`src/rtl/pc_ras_unit.sv`:
```
// Y86 fetch next-PC generator with a circular return-address stack and
// sticky halt/error states.
module pc_ras_unit #(
    parameter int unsigned          DATA_WID  = 32,
    parameter logic [DATA_WID-1:0]  RESET_PC  = '0,
    parameter int unsigned          RAS_DEPTH = 4
) (
    input  logic                CLK,
    input  logic                RST,
    input  logic                stall,
    input  logic [3:0]          icode,
    input  logic                Cnd,
    input  logic [DATA_WID-1:0] valC,
    input  logic [DATA_WID-1:0] valM,
    output logic [DATA_WID-1:0] PC,
    output logic [DATA_WID-1:0] valP,
    output logic [DATA_WID-1:0] ras_top,
    output logic                ras_hit,
    output logic                ras_empty,
    output logic                ras_full,
    output logic                halted,
    output logic                error
);

    localparam int unsigned PTR_W = $clog2(RAS_DEPTH);
    localparam int unsigned CNT_W = $clog2(RAS_DEPTH + 1);

    localparam logic [3:0] I_HALT  = 4'h0;
    localparam logic [3:0] I_NOP   = 4'h1;
    localparam logic [3:0] I_RRMOV = 4'h2;
    localparam logic [3:0] I_IRMOV = 4'h3;
    localparam logic [3:0] I_RMMOV = 4'h4;
    localparam logic [3:0] I_MRMOV = 4'h5;
    localparam logic [3:0] I_OP    = 4'h6;
    localparam logic [3:0] I_JXX   = 4'h7;
    localparam logic [3:0] I_CALL  = 4'h8;
    localparam logic [3:0] I_RET   = 4'h9;
    localparam logic [3:0] I_PUSH  = 4'hA;
    localparam logic [3:0] I_POP   = 4'hB;

    typedef enum logic [1:0] {
        S_RUN    = 2'd0,
        S_HALTED = 2'd1,
        S_ERROR  = 2'd2
    } state_t;

    state_t                state;
    logic [2:0]            inst_len;
    logic [DATA_WID-1:0]   ras_mem [RAS_DEPTH];
    logic [PTR_W-1:0]      ras_ptr;
    logic [CNT_W-1:0]      ras_cnt;
    logic [PTR_W-1:0]      ptr_inc;
    logic [PTR_W-1:0]      ptr_dec;

    // Instruction length; invalid codes count as one byte.
    always_comb begin
        inst_len = 3'd1;
        case (icode)
            I_HALT, I_NOP, I_RET:           inst_len = 3'd1;
            I_RRMOV, I_OP, I_PUSH, I_POP:   inst_len = 3'd2;
            I_JXX, I_CALL:                  inst_len = 3'd5;
            I_IRMOV, I_RMMOV, I_MRMOV:      inst_len = 3'd6;
            default:                        inst_len = 3'd1;
        endcase
    end

    assign valP      = PC + DATA_WID'(inst_len);
    assign ras_empty = (ras_cnt == '0);
    assign ras_full  = (ras_cnt == CNT_W'(RAS_DEPTH));
    assign ras_top   = ras_empty ? '0 : ras_mem[ras_ptr];
    assign ptr_inc   = ras_ptr + PTR_W'(1);
    assign ptr_dec   = ras_ptr - PTR_W'(1);

    // ras_ptr indexes the current top entry; a push when full overwrites the oldest slot.
    always_ff @(posedge CLK) begin
        if (RST) begin
            state   <= S_RUN;
            PC      <= RESET_PC;
            ras_ptr <= '0;
            ras_cnt <= '0;
            ras_hit <= 1'b0;
            halted  <= 1'b0;
            error   <= 1'b0;
        end else if (state == S_RUN && !stall) begin
            ras_hit <= 1'b0;
            case (icode)
                I_HALT: begin
                    state  <= S_HALTED;
                    halted <= 1'b1;
                end
                I_JXX: begin
                    PC <= Cnd ? valC : valP;
                end
                I_CALL: begin
                    PC               <= valC;
                    ras_mem[ptr_inc] <= valP;
                    ras_ptr          <= ptr_inc;
                    if (!ras_full) begin
                        ras_cnt <= ras_cnt + CNT_W'(1);
                    end
                end
                I_RET: begin
                    PC      <= valM;
                    ras_hit <= !ras_empty && (ras_top == valM);
                    if (!ras_empty) begin
                        ras_ptr <= ptr_dec;
                        ras_cnt <= ras_cnt - CNT_W'(1);
                    end
                end
                I_NOP, I_RRMOV, I_IRMOV, I_RMMOV, I_MRMOV, I_OP, I_PUSH, I_POP: begin
                    PC <= valP;
                end
                default: begin
                    state <= S_ERROR;
                    error <= 1'b1;
                end
            endcase
        end
    end

endmodule

```
`config.mk`:
```
export PLATFORM = sky130hd
export DESIGN_NAME = pc_ras_unit
export DESIGN_NICKNAME = d
export VERILOG_FILES = /design/src/rtl/pc_ras_unit.sv
export SDC_FILE = /design/constraint.sdc
export NUM_CORES = 1
export LEC_CHECK = 0
export CORE_MARGIN = 8
export CORE_UTILIZATION = 52
export DETAILED_ROUTE_END_ITERATION = 7
export PLACE_DENSITY = 0.81
export SKIP_CTS_REPAIR_TIMING = 1
export SYNTH_ARGS = -nofsm -noshare
export SYNTH_HDL_FRONTEND = slang
export SYNTH_SLANG_ARGS = --single-unit
export TNS_END_PERCENT = 100
```
`constraint.sdc`:
```
create_clock -name CLK -period 3.6 [get_ports CLK]
set_input_delay 0.36 -clock CLK [delete_from_list [all_inputs] [get_ports CLK]]
set_output_delay 0.36 -clock CLK [all_outputs]
set_load 0.03 [all_outputs]
```
-- Word level (Yosys, flattened, before mapping)
Memory sizes are Yosys's and may differ from the RTL's. A register that Yosys moved wholly into a read port is not among the register bits.
Cells that the tools add are included.
- add/subtract/negate cells: 5
- equal/unequal tests: 15
- muxes and demuxes: 16
- bitwise operators: 2
- reduce and logical (&&, ||, !) cells: 18
- operator list (kind ; number):
    one-hot mux 32 bit (4 select lines) ; 1
    two-way mux 32 bit ; 2
    adder 32 x 3 -> 32 bit ; 1
    equality test 32 bit ; 1
    equality test 4 x 3 -> 1 bit (second input constant) ; 4
    equality test 4 bit (second input constant) ; 4
    OR reduction 12 bit ; 1
    OR reduction 11 bit ; 1
    equality test 4 x 2 -> 1 bit (second input constant) ; 2
    one-hot mux 2 bit (2 select lines) ; 2
    AND reduction 2 bit ; 4
    OR reduction 8 bit ; 1
    two-way mux 2 bit ; 3
    two-way mux 3 bit ; 2
    one-hot mux 3 bit (2 select lines) ; 1
    two-way mux 1 bit ; 5
    equality test 4 x 1 -> 1 bit (second input constant) ; 1
    zero test 4 bit ; 1
    inequality test 2 bit (second input constant) ; 2
    AND reduction 4 bit ; 1
    nonzero test 4 bit ; 1
    adder 3 x 1 -> 3 bit (second input constant) ; 1
    equality test 3 bit (second input constant) ; 1
    zero test 3 bit ; 1
    other kinds (9) ; 12
- register bits: 42
- RAM bits: 128
- memory bits (read-only): 48
- output and inout port bits: 101
- logic and storage cells: 65
- memories kept: 2
- memory list (memory ; words ; bits a word ; rd ports ; clocked after memory_dff ; wr ports ; line ; source):
    ras_mem ; 4 ; 32 ; 1 ; 1 ; 1 ; 49 ; logic [DATA_WID-1:0] ras_mem [RAS_DEPTH];
    (no name shown) ; 16 ; 3 ; 1 ; 0 ; 0 ; 58 ; case (icode)

-- Depth between registers and ports, before layout
- depth after elaboration: 5
- gate-level depth with buffers: 14
- depth with buffers taken out: 12

-- Least setup slack after synthesis
Ideal clock, no wire load.
- kind: input -> output
- start point: input icode[2]
- end point: output valP[28]
- data arrival time: 3.288 ns
- path slack: -0.048 ns
- cell stages on the path: 11
- path buffers: 2
- cell sequence: clkbuf_1 nor2_1 or2_2 inv_1 fa_1 a21oi_1 or4_1 buf_2 nor4_4 and3_4 xor2_1
- word-level cells in the longest chain between the ends: 2
- ends and longest elaborated chain (item ; line ; source):
    start: declaration ; 11 ; input logic [3:0] icode,
    memory read (16 x 3 bit) ; - ;
    adder 32 x 3 -> 32 bit ; 67 ; assign valP = PC + DATA_WID'(inst_len);
    end: declaration ; 16 ; output logic [DATA_WID-1:0] valP,
No other way between the ends.

-- Final worst setup path
- start point: input icode[1]
- end point: output valP[18]
Same word-level chain as after synthesis.

==> out/qor.yml <==
worst_setup_path:
  endpoint_kind: "output port"
  arrival_ns: 3.02
  cp-start-kind: "input port"
  critPathMaxFanout: 6
  worstPathRequired_ns: 3.24
  critical_path_class: "in2out"
route:
  wl_met3_um: 4050
  ant_nets: 0
  wl_per_cell_um: 24.5
  met2_length_um: 13700
  viasPerCell: 6.31
  vias: 7589
  drt-total-wl_um: 29400
  drtIter0Drc: 1006
  post-route-drc-count: 0
  highest_layer: "met4"
  firstDrtPassIters: 6
  met1_length_um: 10700
power:
  comb_power_share_pct: 18.7
  power_density_nw_per_um2: 427
  p_leak_nw: 4.28
  intPower_mw: 3.63
  clkPwrFrac_pct: 36.4
  sw_frac_of_total_pct: 27.6
  peakVddDrop_v: 0.000324
  power_frac_seq_pct: 44.9
  p_sw_mw: 1.38
clock_network:
  clockBufferDepth: 2
  cts_tree: "yes"
  cts-root-buf: "clkbuf_16"
  clkTransAtPathRegs_ns: 0.07
  cts_sinks: 172
  cts_buffers: 17
  htreeDepth: 4
  clk_latency_ns: 0.43
logic_synthesis:
  synth-seq-cells: 172
  synth_ff_type: "edfxtp_1"
  async_reset_ff_share_pct: 0
  syn-num-nets: 825
  synth_edf_count: 128
  syn_area_per_cell_um2: 11.6
  synth_area_um2: 8600
  ys_seq_area_share_pct: 54.9
  synth_warnings: 0
  synth.distinct_cells: 70
  syn_inst: 744
timing:
  rsz0062_at_grt: "no"
  finalSetupViolCount: 0
  slew_headroom_pct: 59.3
  finalCriticalPeriod_ns: 3.38
  hold_violations: 0
  finalClockSkew_ns: 0.00732
  fmax_mhz: 296
  maxSlewViolCount: 0
  worst_pin_slew_ns: 0.595
  fin_crit_sh_pct: 93.8
status:
  status: "completed"
min_path:
  hp-class: "in2reg"
grt:
  grt_first_pass_wirelength_um: 43400
  grt.overflow.total: 0
  grt_max_degree: 44
  grt_pass1_vias: 7388
  grt_use_total_pct: 28.4
  antenna_found_initial: 0
floorplan:
  initial_utilization_pct: 52.6
  die_h_um: 145
  boundaryPins: 173
  rows: 47
  die_x_um: 145
  die_area_um2: 20900
  core_area_um2: 16300
placed_design:
  port_buffers: 172
  hpwl_um: 21800
  post-place-cells: 1170
  place_congestion: 0.950
cells_and_area:
  area_growth_pct: 36.6
  insertedDiodeCount: 0
  drive_above_1_share_pct: 19.2
  final_cell_mix: "137 x clkdlybuf4s50_1, 128 x edfxtp_1, 96 x buf_4"
  utilization_pct: 71.9
  layout_commonest_cell: "clkdlybuf4s50_1"
  layoutNonFillerInstCount: 1202
  nNetsFinal: 1050
job:
  cap_violations: 0
power by group through the flow:
stage,Sequential (mW),Clock [mW],Combinational [mW]
floorplan,2.33,0,0.385
detailed placement,2.29,0,0.914
finish,2.25,1.83,0.937
global route,2.26,1.91,0.981
CTS,2.25,1.83,0.920
global placement,2.29,0,0.899
registers in the layout (all words and copies together), names as in the netlist, named ones only:
register  count
PC           32
error         1
halted        1
ras_cnt       3
ras_hit       1
ras_mem     128
ras_ptr       2
state         2
path summary, 6_finish.rpt:
path,start,end,slack (ns),cells after the start
setup / recovery,icode[1],valP[18],0.22,14
hold / removal,icode[2],error,0.40,3
setup reg to reg,PC[0],PC[18],0.76,12
hold reg to reg,error,error,0.49,2
per-stage QoR:
stage                     area, µm²  TNS [ns]  power [mW]  setup WS [ns]  hold WS [ns]
after floorplan                8610         0        2.72        0.00905         0.453
after global placement        11100    -0.251        3.19        -0.0941         0.459
after detailed placement      11100    -0.666        3.20         -0.176         0.480
after CTS                     11700    -0.822        5.00         -0.192         0.497
after global routing          11800         0        5.15          0.130         0.451
final                         11800         0        5.01          0.222         0.397
cell usage after synthesis (3+ instances only):
master     count  area share, %
a2111oi_0      5           0.51
a211oi_1      18            1.6
a21oi_1       42            2.4
a221o_1       19            2.2
a221oi_1       7           0.71
a222oi_1       4           0.47
a22oi_1        9           0.79
a311oi_1       4           0.41
a31oi_1        5           0.36
and2_1        24            1.7
and3_1        13           0.95
and4_1         3           0.31
buf_2          7           0.41
buf_4          5           0.44
clkbuf_1      31            1.4
dfxtp_1       44             10
edfxtp_1     128             45
ha_1           7            1.0
inv_1         24            1.0
mux2_2         8            1.0
mux2i_1       27            3.1
mux4_1         4            1.2
mux4_2        11            2.9
nand2_1       57            2.5
nand3_1       20            1.2
nand4_1        6           0.44
nor2_1        65            2.8
nor2b_1        5           0.36
nor3_1        24            1.4
nor4_1         6           0.44
o2111ai_1      3           0.31
o21ai_0       19            1.1
o22ai_1        3           0.22
or3_1          4           0.29
xnor2_1       24            2.4
xor2_1        15            1.5
logic make-up (layout without fill, tap and decap cells):
kind of cell	count (synthesis)	count (layout)	synth area share [%]
fa+ha+maj	9	9	1.48
xor+xnor	40	40	4.16
flops	172	172	54.9
buf+inv	73	311	3.88
simple gates	240	240	13.9
mux	50	50	8.29
compound gates	160	160	13.4
worst max-delay path: stages:
cell	delay (ns)
dlymetal6s2s_1	0.18
a21oi_2	0.15
nor2b_1	0.05
or2_2	0.29
inv_2	0.08
fa_2	0.20
a21oi_1	0.09
buf_4	0.16
nor4_1	0.51
nand2_1	0.17
buf_4	0.17
nor2_1	0.15
xor2_1	0.24
buf_4	0.21
routing by layer:
metal	vias up	track usage (%)
met5	-	0
met4	0	12.5
met3	85	9.08
met2	608	44.9
met1	3617	35.2
li1	3279	-
final cells by class:
cell class / instances / area (µm²)
clock buffers: 18 / 429
clock inverters: 14 / 159
fillers: 1181 / 4600
inverters: 25 / 93.8
multi-input cells: 499 / 3610
flip-flops and latches: 172 / 4730
well taps: 220 / 275
repair buffers: 254 / 2460
No activity file was read; power rests on OpenSTA's default activity.
